--- src/rtl/slice_serial_adder_if.sv ---
// Operand and result handshake bundle for slice_serial_adder.
// The master side issues operands and takes results; the slave side is the adder.
interface slice_serial_adder_if #(
  parameter int WIDTH = 16,
  parameter int CNT_W = $clog2(WIDTH / 4 + 1)
);
  logic             in_valid;
  logic             in_ready;
  logic [WIDTH-1:0] a;
  logic [WIDTH-1:0] b;
  logic             cin;
  logic             out_valid;
  logic             out_ready;
  logic [WIDTH-1:0] sum;
  logic             cout;
  logic [CNT_W-1:0] skip_cnt;

  modport master (
    output in_valid, a, b, cin, out_ready,
    input  in_ready, out_valid, sum, cout, skip_cnt
  );

  modport slave (
    input  in_valid, a, b, cin, out_ready,
    output in_ready, out_valid, sum, cout, skip_cnt
  );
endinterface

--- src/rtl/slice_serial_adder.sv ---
// Wide adder that runs one 4-bit carry-skip slice per clock, LSB slice first,
// and reports sum, carry-out and the number of slices whose carry was skipped.
//
// state | meaning
// IDLE  | waiting for operands, in_ready high
// RUN   | adding slice idx_q this cycle
// DONE  | result held, out_valid high until out_ready
module slice_serial_adder #(
  parameter int WIDTH = 16
) (
  input  logic                clk,
  input  logic                rst_n,
  slice_serial_adder_if.slave bus
);
  localparam int N     = WIDTH / 4;
  localparam int CNT_W = $clog2(N + 1);
  localparam int IDX_W = $clog2(N);

  if ((WIDTH % 4) != 0 || WIDTH < 8) begin : g_bad_width
    $error("slice_serial_adder: WIDTH must be a multiple of 4 and at least 8");
  end

  typedef enum logic [1:0] {
    IDLE = 2'd0,
    RUN  = 2'd1,
    DONE = 2'd2
  } state_t;

  state_t             state_q, state_d;
  logic [WIDTH-1:0]   a_q, a_d;
  logic [WIDTH-1:0]   b_q, b_d;
  logic               carry_q, carry_d;
  logic [IDX_W-1:0]   idx_q, idx_d;
  logic [WIDTH-1:0]   sum_q, sum_d;
  logic               cout_q, cout_d;
  logic [CNT_W-1:0]   skip_q, skip_d;

  logic [IDX_W+1:0]   base;
  logic [3:0]         slice_a, slice_b, slice_p, slice_g, slice_s;
  logic [4:0]         ripple_c;
  logic               slice_skip;
  logic               slice_co;

  assign base = {idx_q, 2'b00};

  // One carry-skip slice: ripple chain plus a bypass mux when all bits propagate.
  always_comb begin
    slice_a     = a_q[base +: 4];
    slice_b     = b_q[base +: 4];
    slice_p     = slice_a ^ slice_b;
    slice_g     = slice_a & slice_b;
    ripple_c    = '0;
    ripple_c[0] = carry_q;
    for (int k = 0; k < 4; k++) begin
      ripple_c[k+1] = slice_g[k] | (slice_p[k] & ripple_c[k]);
    end
    slice_s    = slice_p ^ ripple_c[3:0];
    slice_skip = &slice_p;
    slice_co   = slice_skip ? carry_q : ripple_c[4];
  end

  always_ff @(posedge clk or negedge rst_n) begin
    if (!rst_n) begin
      state_q <= IDLE;
      a_q     <= '0;
      b_q     <= '0;
      carry_q <= 1'b0;
      idx_q   <= '0;
      sum_q   <= '0;
      cout_q  <= 1'b0;
      skip_q  <= '0;
    end else begin
      state_q <= state_d;
      a_q     <= a_d;
      b_q     <= b_d;
      carry_q <= carry_d;
      idx_q   <= idx_d;
      sum_q   <= sum_d;
      cout_q  <= cout_d;
      skip_q  <= skip_d;
    end
  end

  always_comb begin
    state_d = state_q;
    a_d     = a_q;
    b_d     = b_q;
    carry_d = carry_q;
    idx_d   = idx_q;
    sum_d   = sum_q;
    cout_d  = cout_q;
    skip_d  = skip_q;
    case (state_q)
      IDLE: begin
        if (bus.in_valid) begin
          a_d     = bus.a;
          b_d     = bus.b;
          carry_d = bus.cin;
          idx_d   = '0;
          sum_d   = '0;
          skip_d  = '0;
          state_d = RUN;
        end
      end
      RUN: begin
        sum_d[base +: 4] = slice_s;
        carry_d          = slice_co;
        if (slice_skip) begin
          skip_d = skip_q + CNT_W'(1);
        end
        if (idx_q == IDX_W'(N - 1)) begin
          cout_d  = slice_co;
          state_d = DONE;
        end else begin
          idx_d = idx_q + IDX_W'(1);
        end
      end
      DONE: begin
        if (bus.out_ready) begin
          state_d = IDLE;
        end
      end
      default: state_d = IDLE;
    endcase
  end

  // Handshake flags come straight from the state flops.
  assign bus.in_ready  = (state_q == IDLE);
  assign bus.out_valid = (state_q == DONE);
  assign bus.sum       = sum_q;
  assign bus.cout      = cout_q;
  assign bus.skip_cnt  = skip_q;
endmodule
--- src/flat_wrapper.sv ---
// flat-port wrapper written by rule: the top's interface ports become plain ports
module slice_serial_adder_flat 
#(
  parameter int WIDTH = 16
)
  (clk, rst_n, bus_in_valid, bus_a, bus_b, bus_cin, bus_out_ready, bus_in_ready, bus_out_valid, bus_sum, bus_cout, bus_skip_cnt);
  slice_serial_adder_if #(.WIDTH(WIDTH)) bus_i ();
  input  logic clk;
  input  logic rst_n;
  input wire logic [$bits(bus_i.in_valid)-1:0] bus_in_valid;
  input wire logic [$bits(bus_i.a)-1:0] bus_a;
  input wire logic [$bits(bus_i.b)-1:0] bus_b;
  input wire logic [$bits(bus_i.cin)-1:0] bus_cin;
  input wire logic [$bits(bus_i.out_ready)-1:0] bus_out_ready;
  output wire logic [$bits(bus_i.in_ready)-1:0] bus_in_ready;
  output wire logic [$bits(bus_i.out_valid)-1:0] bus_out_valid;
  output wire logic [$bits(bus_i.sum)-1:0] bus_sum;
  output wire logic [$bits(bus_i.cout)-1:0] bus_cout;
  output wire logic [$bits(bus_i.skip_cnt)-1:0] bus_skip_cnt;
  assign bus_i.in_valid = bus_in_valid;
  assign bus_i.a = bus_a;
  assign bus_i.b = bus_b;
  assign bus_i.cin = bus_cin;
  assign bus_i.out_ready = bus_out_ready;
  assign bus_in_ready = bus_i.in_ready;
  assign bus_out_valid = bus_i.out_valid;
  assign bus_sum = bus_i.sum;
  assign bus_cout = bus_i.cout;
  assign bus_skip_cnt = bus_i.skip_cnt;
  slice_serial_adder #(.WIDTH(WIDTH)) u_core (.clk(clk), .rst_n(rst_n), .bus(bus_i));
endmodule
--- config.mk ---
export PLATFORM = sky130hd
export DESIGN_NAME = slice_serial_adder_flat
export DESIGN_NICKNAME = d
export VERILOG_FILES = /design/src/rtl/slice_serial_adder_if.sv /design/src/rtl/slice_serial_adder.sv /design/src/flat_wrapper.sv
export SDC_FILE = /design/constraint.sdc
export NUM_CORES = 1
export LEC_CHECK = 0
export CORE_MARGIN = 2
export CORE_UTILIZATION = 30
export CTS_BUF_LIST = sky130_fd_sc_hd__clkbuf_16
export DETAILED_ROUTE_END_ITERATION = 10
export GPL_TIMING_DRIVEN = 1
export SETUP_SLACK_MARGIN = 0.15
export SYNTH_ARGS = -nofsm -noshare
export SYNTH_HDL_FRONTEND = slang
export SYNTH_SLANG_ARGS = --single-unit
--- constraint.sdc ---
create_clock -name clk -period 6.8 [get_ports clk]
set_input_delay 1.02 -clock clk [delete_from_list [all_inputs] [get_ports clk]]
set_output_delay 1.02 -clock clk [all_outputs]
set_load 0.02 [all_outputs]
## Yosys cells after proc, flatten, opt, wreduce, memory -nomap -nowiden

Index checks and enable logic that the tools add are counted.

- Flip-flop bits (word level): 57
- Bits of input ports: 37
- Output and inout bits: 22

- Add/subtract/negate cells: 3
- Equal/unequal tests: 8
- Shift operators: 4
- Mux-type cells: 16
- Bitwise operators: 11
- Reductions and logical operators: 9

Operators by type and width:

| cell | number |
|---|---|
| $pmux 16 s2 | 1 |
| $shiftx 16x5->4 | 2 |
| $bwmux 16 | 1 |
| $mux 16 | 1 |
| $shift 4x6->16 const A | 1 |
| $shiftx 4x6->16 | 1 |
| $mux 2 | 5 |
| $reduce_and 3->1 | 3 |
| $xor 4x4->4 | 2 |
| $mux 3 | 2 |
| $ne 2x2->1 const B | 3 |
| $neg 4->6 | 1 |
| $pmux 2 s3 | 1 |
| $pmux 3 s2 | 1 |
| $reduce_and 2->1 | 3 |
| $and 1x1->1 | 4 |
| $and 4x4->4 | 1 |
| $eq 2x2->1 const B | 2 |
| $ne 2x1->1 const B | 2 |
| $or 1x1->1 | 4 |
| $pmux 2 s2 | 1 |
| $reduce_and 4->1 | 1 |
| $add 3x1->3 const B | 1 |
| $add 2x1->2 const B | 1 |
| other kinds (5) | 6 |

## Depth between registers and ports, before layout

Gate-level depths: netlist of run 1.

- Depth in word-level cells: 12
- Mapped depth: 10

## Worst setup path after synthesis of run 1

No wires, ideal clock.

- Path type: register to register
- Start point: register u_core.idx_q[0]
- End point: register u_core.carry_q
- Arrival: 2688 ps
- Setup slack: 3982 ps
- Cell stages (with the launch flop): 11
- Buffers on the path: 1
- Cells stage by stage: dfrtp_1 > buf_6 > mux4_1 > fa_1 > inv_1 > fa_1 > fa_1 > inv_1 > fa_1 > o32ai_1 > a21oi_1

- Cells in the longest elaborated chain, start to end: 12
- Elaborated cells on any way between the ends: 15
- Those cells by class: 2 x shift; 2 x mux; 10 x bitwise; 1 x reduce/logical

RTL lines:

| what | line | source |
|---|---|---|
| from (decl) | slice_serial_adder.sv:33 | `logic [IDX_W-1:0] idx_q, idx_d;` |
| from (signal assigned) | slice_serial_adder.sv:77 | `idx_q <= idx_d;` |
| $shiftx 16x5->4 (on tied branches) | slice_serial_adder.sv:48, slice_serial_adder.sv:49 |  |
| $xor 4x4->4 | slice_serial_adder.sv:50 | `slice_p = slice_a ^ slice_b;` |
| $and 1x1->1 | slice_serial_adder.sv:55 | `ripple_c[k+1] = slice_g[k] \| (slice_p[k] & ripple_c[k]);` |
| $or 1x1->1 | slice_serial_adder.sv:55 |  |
| $and 1x1->1 | slice_serial_adder.sv:55 |  |
| $or 1x1->1 | slice_serial_adder.sv:55 |  |
| $and 1x1->1 | slice_serial_adder.sv:55 |  |
| $or 1x1->1 | slice_serial_adder.sv:55 |  |
| $and 1x1->1 | slice_serial_adder.sv:55 |  |
| $or 1x1->1 | slice_serial_adder.sv:55 |  |
| $mux 1 (*) | slice_serial_adder.sv:59 | `slice_co = slice_skip ? carry_q : ripple_c[4];` |
| $pmux 1 s2 (*) | slice_serial_adder.sv:93 | `case (state_q)` |
| to (signal assigned) | slice_serial_adder.sv:76 | `carry_q <= carry_d;` |
| to (decl) | slice_serial_adder.sv:32 | `logic carry_q, carry_d;` |

Mark *: on every way between the ends. The rest lies on a longest branch, timed or not.
A chain may end at the register's enable or synchronous reset.

## Worst setup path after layout of run 1

- Start point: register u_core.idx_q[0]
- End point: register u_core.sum_q[15] (netlist: u_core.bus.sum[15])

- Cells in the longest elaborated chain, start to end: 12
- Elaborated cells on any way between the ends: 16
- Those cells by class: 1 x add/sub; 4 x shift; 2 x mux; 9 x bitwise

RTL lines:

| what | line | source |
|---|---|---|
| $shiftx 16x5->4 (on tied branches) | slice_serial_adder.sv:48, slice_serial_adder.sv:49 |  |
| $xor 4x4->4 | slice_serial_adder.sv:50 |  |
| $and 1x1->1 | slice_serial_adder.sv:55 |  |
| $or 1x1->1 | slice_serial_adder.sv:55 |  |
| $and 1x1->1 | slice_serial_adder.sv:55 |  |
| $or 1x1->1 | slice_serial_adder.sv:55 |  |
| $and 1x1->1 | slice_serial_adder.sv:55 |  |
| $or 1x1->1 | slice_serial_adder.sv:55 |  |
| $xor 4x4->4 | slice_serial_adder.sv:57 | `slice_s = slice_p ^ ripple_c[3:0];` |
| $shiftx 4x6->16 | slice_serial_adder.sv:106 | `sum_d[base +: 4] = slice_s;` |
| $bwmux 16 (*) | slice_serial_adder.sv:106 |  |
| $pmux 16 s2 (*) | slice_serial_adder.sv:93 |  |
| to (signal assigned) | slice_serial_adder.sv:78 | `sum_q <= sum_d;` |
| to (decl) | slice_serial_adder.sv:34 | `logic [WIDTH-1:0] sum_q, sum_d;` |

Marks and branches as above.

==> impl_metrics.json, run 1 <==
{
  "status": "finished clean",
  "cp.depth": 8,
  "max_stage_delay_ns": 0.75,
  "netlist_area_mm2": 0.00278,
  "crit_slowest_cell": "dfrtp_1",
  "insertedDiodeCount": 0,
  "p_leak_nw": 1.80,
  "drv_cap": 0,
  "rows": 35,
  "maxSlewHeadroom_pct": 20.0,
  "reg2reg_depth": 8,
  "worst_slew_pin_slew_ns": 1.20,
  "n_fill_cell": 925,
  "synth_cell_types": 34,
  "r2r-start": "u_core.idx_q[0]$_DFFE_PN0P_",
  "worstPathMaxFanout": 15,
  "grt_pass1_wl_um": 10600,
  "wl_per_cell_um": 14.4,
  "finalMaxSlewViolations": 0,
  "holdCritStartpoint": "u_core.b_q[7]$_DFFE_PN0P_",
  "crit_start": "u_core.idx_q[0]$_DFFE_PN0P_",
  "viasPerCell": 4.71,
  "cts_max_level": 3,
  "path_delay_family": "adder cells",
  "drive_above_1_share_pct": 5.79,
  "coreArea_mm2": 0.00911,
  "routed_wirelength_um": 6330,
  "cp-start-kind": "register",
  "io_pins": 59,
  "irDropWorstVdd_mv": 0.163,
  "remaining_drc_errors": 0,
  "max_freq_mhz": 312,
  "syn_inst": 264,
  "setup_ws_ns": 3.59,
  "die_w_um": 100,
  "crit_arrival_ns": 3.41,
  "finClkSkew_ns": 0.00502,
  "setup-tns-final_ns": 0,
  "gp_congestion": 0.777,
  "grtUsageTotal_pct": 13.7,
  "path_buf_inv": 2,
  "via_count": 2066,
  "clkTransAtPathRegs_ns": 0.05,
  "area_growth_syn_to_layout_pct": 34.1,
  "final_nets": 373,
  "final-setup-viol-count": 0,
  "cts_resized": 0,
  "grt.overflow.total": 0,
  "dr.pass1.iters": 4,
  "cts_tree": "done",
  "ys_ff_latch": 57,
  "initial_core_util_pct": 30.5,
  "final_hold_viol_count": 0,
  "whs_path_depth": 2,
  "first_iter_violations": 84,
  "multiInputGateArea_mm2": 0.00126,
  "ys_warn_count": 0,
  "io_buffers": 58,
  "fin_crit_ns": 3.21,
  "rsz0062_at_grt": "false",
  "grt_pass1_vias": 2144,
  "grt_start_max_net_pins": 58,
  "final_cell_mix": "104 x nand2_1, 57 x clkdlybuf4s50_1, 57 x dfrtp_1",
  "clk_path_buf_depth": 2,
  "place_ws_ns": 3.60,
  "p_per_area_mw_per_mm2": 497,
  "yosysSeqAreaShare_pct": 51.3,
  "worst-setup-path-type": "reg -> reg",
  "die_area_mm2": 0.0101,
  "place_hpwl_um": 4410,
  "min_path_type": "reg -> reg",
  "seq_area_mm2": 0.00143,
  "syn_nets": 314,
  "post-route-util_pct": 40.9,
  "clk_latency_ns": 0.32,
  "cts_root_buf": "clkbuf_16",
  "period_share_pct": 47.2,
  "postSynthAreaPerCell_um2": 10.5,
  "mostFrequentLayoutCell": "nand2_1",
  "crit_path_end_kind": "register",
  "die_h_um": 100,
  "cp_common_cell": "fa_1",
  "clock-sinks": 57,
  "cts_hold_buffers": 0,
  "crit_chain": "mux4_1, fa_1, inv_1, fa_1, fa_1, inv_1, fa_1, a22o_1",
  "antenna_found_initial": 0,
  "worst_ep_required_time_ns": 7.00,
  "cts_buffers": 9,
  "post-cts-setup-buffer-count": 0,
  "antenna_left": 0
}
-- synthesized netlist by cell type --
master	count	share of area (%)
mux4_1	8	7.6
nor2_1	2	0.27
ha_1	9	4.1
a31oi_1	1	0.23
nand3_1	9	1.6
mux2i_1	5	1.8
and4_1	1	0.32
buf_2	9	1.6
o311ai_0	1	0.32
and4bb_2	1	0.45
o32ai_1	1	0.32
or4_4	1	0.41
a22o_1	8	2.5
buf_4	1	0.27
a21o_1	4	1.1
nor4_1	1	0.23
or3b_1	1	0.32
inv_1	9	1.2
dfrtp_1	57	51
a21oi_2	1	0.32
nand4_1	1	0.23
nand2_1	104	14
nor2b_1	2	0.45
and3b_1	1	0.32
clkbuf_1	1	0.13
buf_6	1	0.41
nand2b_1	5	1.1
fa_1	4	2.9
o21ai_0	1	0.18
a21oi_1	2	0.36
o2bb2ai_1	8	2.5
and3_1	2	0.45
nor3b_2	1	0.45
nand3b_1	1	0.27
-- through the flow --
step | total power (W) | instance area [µm²] | std cells | hold WS, ns
floorplan | 0.00115 | 2780 | 264 | 0.437
global placement | 0.00143 | 3450 | 423 | 0.450
detailed placement | 0.00145 | 3450 | 423 | 0.457
CTS | 0.00188 | 3730 | 439 | 0.470
global route | 0.00201 | 3730 | 439 | 0.483
finish | 0.00185 | 3730 | 439 | 0.462
-- area by class of cell --
type | count | share of cell area (%)
flip-flops and latches | 57 | 38.3
multi-input cells | 186 | 33.8
repair buffers | 60 | 15.8
clock buffers | 9 | 6.04
well taps | 111 | 3.72
clock inverters | 7 | 1.48
inverters | 9 | 0.906
-- routing by layer --
| layer | routed length, µm | part of all wire [%] | global-route usage [%] | up-vias |
|---|---|---|---|---|
| met5 | 0 | 0 | 0 | - |
| met4 | 77 | 1.2 | 4.53 | 0 |
| met3 | 341 | 5.4 | 4.74 | 9 |
| met2 | 2980 | 47 | 21.6 | 57 |
| met1 | 2930 | 46 | 17.7 | 984 |
| li1 | - | - | - | 1016 |
-- cell families (layout without fill, tap and decap cells) --
kind of cell	after synthesis	in the layout	share of synthesized area (%)
compound gates	27	27	7.83
flops	57	57	51.3
buf+inv	21	85	3.65
fa+ha+maj	13	13	6.93
simple gates	133	133	20.9
mux	13	13	9.36
-- worst min-delay path, stage by stage, from the launching register on --
cell and delay (ns):
dfrtp_1 0.33, nand2_1 0.05, nand2_1 0.05
-- sequential cells by signal, indices dropped and copies added (netlist names) --
name	flops
u_core.a_q	16
u_core.bus.cout	1
u_core.bus.sum	16
u_core.carry_q	1
u_core.bus.skip_cnt	3
u_core.state_q	2
u_core.b_q	16
u_core.idx_q	2
-- power by group --
part	leakage (nW)	switching (W)	internal [W]
Clock	0.150	0.000146	0.000276
Combinational	0.920	0.000469	0.000373
Sequential	0.732	0.000113	0.000477
Total	1.80	0.000728	0.00113
-- final timing paths --
check                                                endpoint  slack [ns]
setup / recovery               u_core.bus.sum[15]$_DFFE_PN0P_        3.59
hold / removal                      u_core.b_q[7]$_DFFE_PN0P_        0.46
setup reg to reg               u_core.bus.sum[15]$_DFFE_PN0P_        3.59
hold reg to reg                     u_core.b_q[7]$_DFFE_PN0P_        0.46
max in group asynchronous           u_core.b_q[2]$_DFFE_PN0P_        5.47
min in group asynchronous  u_core.bus.skip_cnt[2]$_DFFE_PN0P_        0.85
Note: power is estimated with default switching activity, not from simulation.
==> inputs of run 2 (changes only) <==
- clock period: 6.8 -> 2.6 ns (I/O delays scaled with it)
==> run 2 against run 1 <==
Compared with the run above:
- the run now ends with setup timing left
- largest power group unchanged
- hold slack worse by 0.39 ns
- sequential share of layout area fell by 0.70 points
- combinational power grew to 3.0 times the previous value
- final cell count up 2.1%
- sequential power rose to 2.6 times the previous value
- die area stayed put
- routed wire length is 2.0% higher
- maximum frequency up 23%
- register-to-register slack got worse by 3.6 ns
- power grew to 2.7 times the previous value
- highest routed layer unchanged
==> impl_metrics.json, run 2 (synthesis results as in run 1) <==
{
  "final_cell_mix": "104 x nand2_1, 57 x clkdlybuf4s50_1, 56 x dfrtp_1",
  "worstPathMaxFanout": 4,
  "reg2reg_setup_slack_ns": -0.01,
  "switchingPower_w": 0.00201,
  "via_count": 2072,
  "crit_start": "u_core.idx_q[0]$_DFFE_PN0P_",
  "path_buf_inv": 2,
  "grt_start_max_net_pins": 38,
  "final-setup-viol-count": 4,
  "period_share_pct": 100,
  "clk_path_buf_depth": 2,
  "io_buffers": 58,
  "setup.worst_path.end": "u_core.bus.sum[11]$_DFFE_PN0P_",
  "cts_tree": "done",
  "routed_wirelength_um": 6460,
  "clockPowerShare_pct": 20.0,
  "grt_pass1_vias": 2211,
  "rsz0062_at_grt": "true",
  "first_iter_violations": 105,
  "setup_ws_ns": -0.0101,
  "grt.overflow.total": 0,
  "p_comb_share_pct": 50.0,
  "die_h_um": 100,
  "crit_slowest_cell": "mux4_2",
  "max_stage_delay_ns": 0.56,
  "violations": "setup timing",
  "worst_ep_required_time_ns": 2.82,
  "finClkSkew_ns": 0.0104,
  "insertedDiodeCount": 0,
  "p_total_w": 0.00507,
  "drv_cap": 0,
  "path_delay_family": "adder cells",
  "final_hold_viol_count": 0,
  "mostFrequentLayoutCell": "nand2_1",
  "cts_max_level": 3,
  "clkTransAtPathRegs_ns": 0.06,
  "worst-setup-path-type": "reg -> reg",
  "gp_congestion": 0.776,
  "worst_slew_pin_slew_ns": 0.646,
  "initial_core_util_pct": 30.5,
  "wl_per_cell_um": 14.4,
  "rows": 35,
  "r2r-end": "u_core.bus.sum[11]$_DFFE_PN0P_",
  "coreArea_mm2": 0.00911,
  "crit_path_end_kind": "register",
  "dr.pass1.iters": 4,
  "io_pins": 59,
  "area_growth_syn_to_layout_pct": 36.7,
  "crit_arrival_ns": 2.83,
  "clock-sinks": 57,
  "maxSlewHeadroom_pct": 56.8,
  "irDropWorstVdd_mv": 0.576,
  "cp_common_cell": "fa_2",
  "die_area_mm2": 0.0101,
  "p_leak_nw": 1.81,
  "finalMaxSlewViolations": 0,
  "grt_pass1_wl_um": 10800,
  "final_area_mm2": 0.00380,
  "seqPwrFrac_pct": 30.0,
  "p_int_w": 0.00305,
  "status": "complete, but fails checks",
  "reg2reg_depth": 8,
  "viasPerCell": 4.63,
  "max_freq_mhz": 383,
  "min_path_type": "in -> async",
  "fin_crit_ns": 2.61,
  "cp-start-kind": "register",
  "antenna_found_initial": 0,
  "place_ws_ns": -0.0769,
  "p_per_area_mw_per_mm2": 1330,
  "antenna_left": 0,
  "setup-tns-final_ns": -0.0164,
  "clk_latency_ns": 0.33,
  "drive_above_1_share_pct": 13.1,
  "swShare_pct": 39.7,
  "final_nets": 382,
  "cts_buffers": 9,
  "place_hpwl_um": 4690,
  "place_area_mm2": 0.00353,
  "cts_root_buf": "clkbuf_16",
  "crit_chain": "mux4_2, fa_2, inv_2, fa_2, fa_2, inv_2, fa_2, a22o_1",
  "r2r-start": "u_core.idx_q[0]$_DFFE_PN0P_",
  "remaining_drc_errors": 0,
  "post-route-util_pct": 41.7,
  "die_w_um": 100,
  "grtUsageTotal_pct": 14.0,
  "cp.depth": 8
}
-- run 2: cell count changes in the layout (fill, tap and decap cells not counted), moves of 2 or more --
cell and change:
inv_2 +2, buf_4 +7, mux4_1 -6, fa_2 +4, buf_12 +2, inv_1 -3
fa_1 -4, mux4_2 +6
-- run 2: routing by layer --
metal,share of wire [%],GRT usage (%)
met1,47,17.8
met2,46,22.4
met3,5.1,4.67
met4,1.5,5.06
met5,0,0
-- run 2: worst min path at each step --
stage / endpoint / start / cells after the start / slack, ns
2_1_floorplan: u_core.a_q[0]$_DFFE_PN0P_ / rst_n / 0 / 0.09
3_3_place_gp: u_core.a_q[0]$_DFFE_PN0P_ / rst_n / 1 / 0.43
3_5_place_dp: u_core.a_q[4]$_DFFE_PN0P_ / rst_n / 1 / 0.43
4_1_cts: u_core.a_q[4]$_DFFE_PN0P_ / rst_n / 1 / 0.09
5_1_grt: u_core.a_q[0]$_DFFE_PN0P_ / rst_n / 1 / 0.12
6_report: u_core.a_q[5]$_DFFE_PN0P_ / rst_n / 1 / 0.07
-- run 2: cell type report --
| class | count | area, µm² |
|---|---|---|
| inverters | 9 | 33.8 |
| flip-flops and latches | 57 | 1430 |
| fillers | 884 | 5310 |
| repair buffers | 69 | 683 |
| well taps | 111 | 139 |
| clock buffers | 9 | 225 |
| clock inverters | 7 | 30.0 |
| multi-input cells | 186 | 1260 |
-- run 2: power by group through the flow --
stage	sequential, W	clock [W]	combinational (W)
3_5_place_dp	0.00153	0	0.00245
4_1_cts	0.00152	0.00103	0.00253
2_1_floorplan	0.00151	0	0.00156
5_1_grt	0.00157	0.00107	0.00279
6_report	0.00152	0.00101	0.00253
3_3_place_gp	0.00152	0	0.00242
-- run 2: metrics by stage --
stage / hold WS, ns / std cells
after detailed placement: 0.427 / 431
after floorplan: 0.0944 / 264
after CTS: 0.0854 / 448
after global placement: 0.428 / 431
after global routing: 0.123 / 448
final: 0.0679 / 448
-- run 2: timing repair --
action                                  CTS  global route
cloned                                    0             0
pin swaps                                 3             0
endpoints found under the setup margin    7            10
resized for setup                         4             7
buffers inserted                          1             0
hold buffers                              0             0
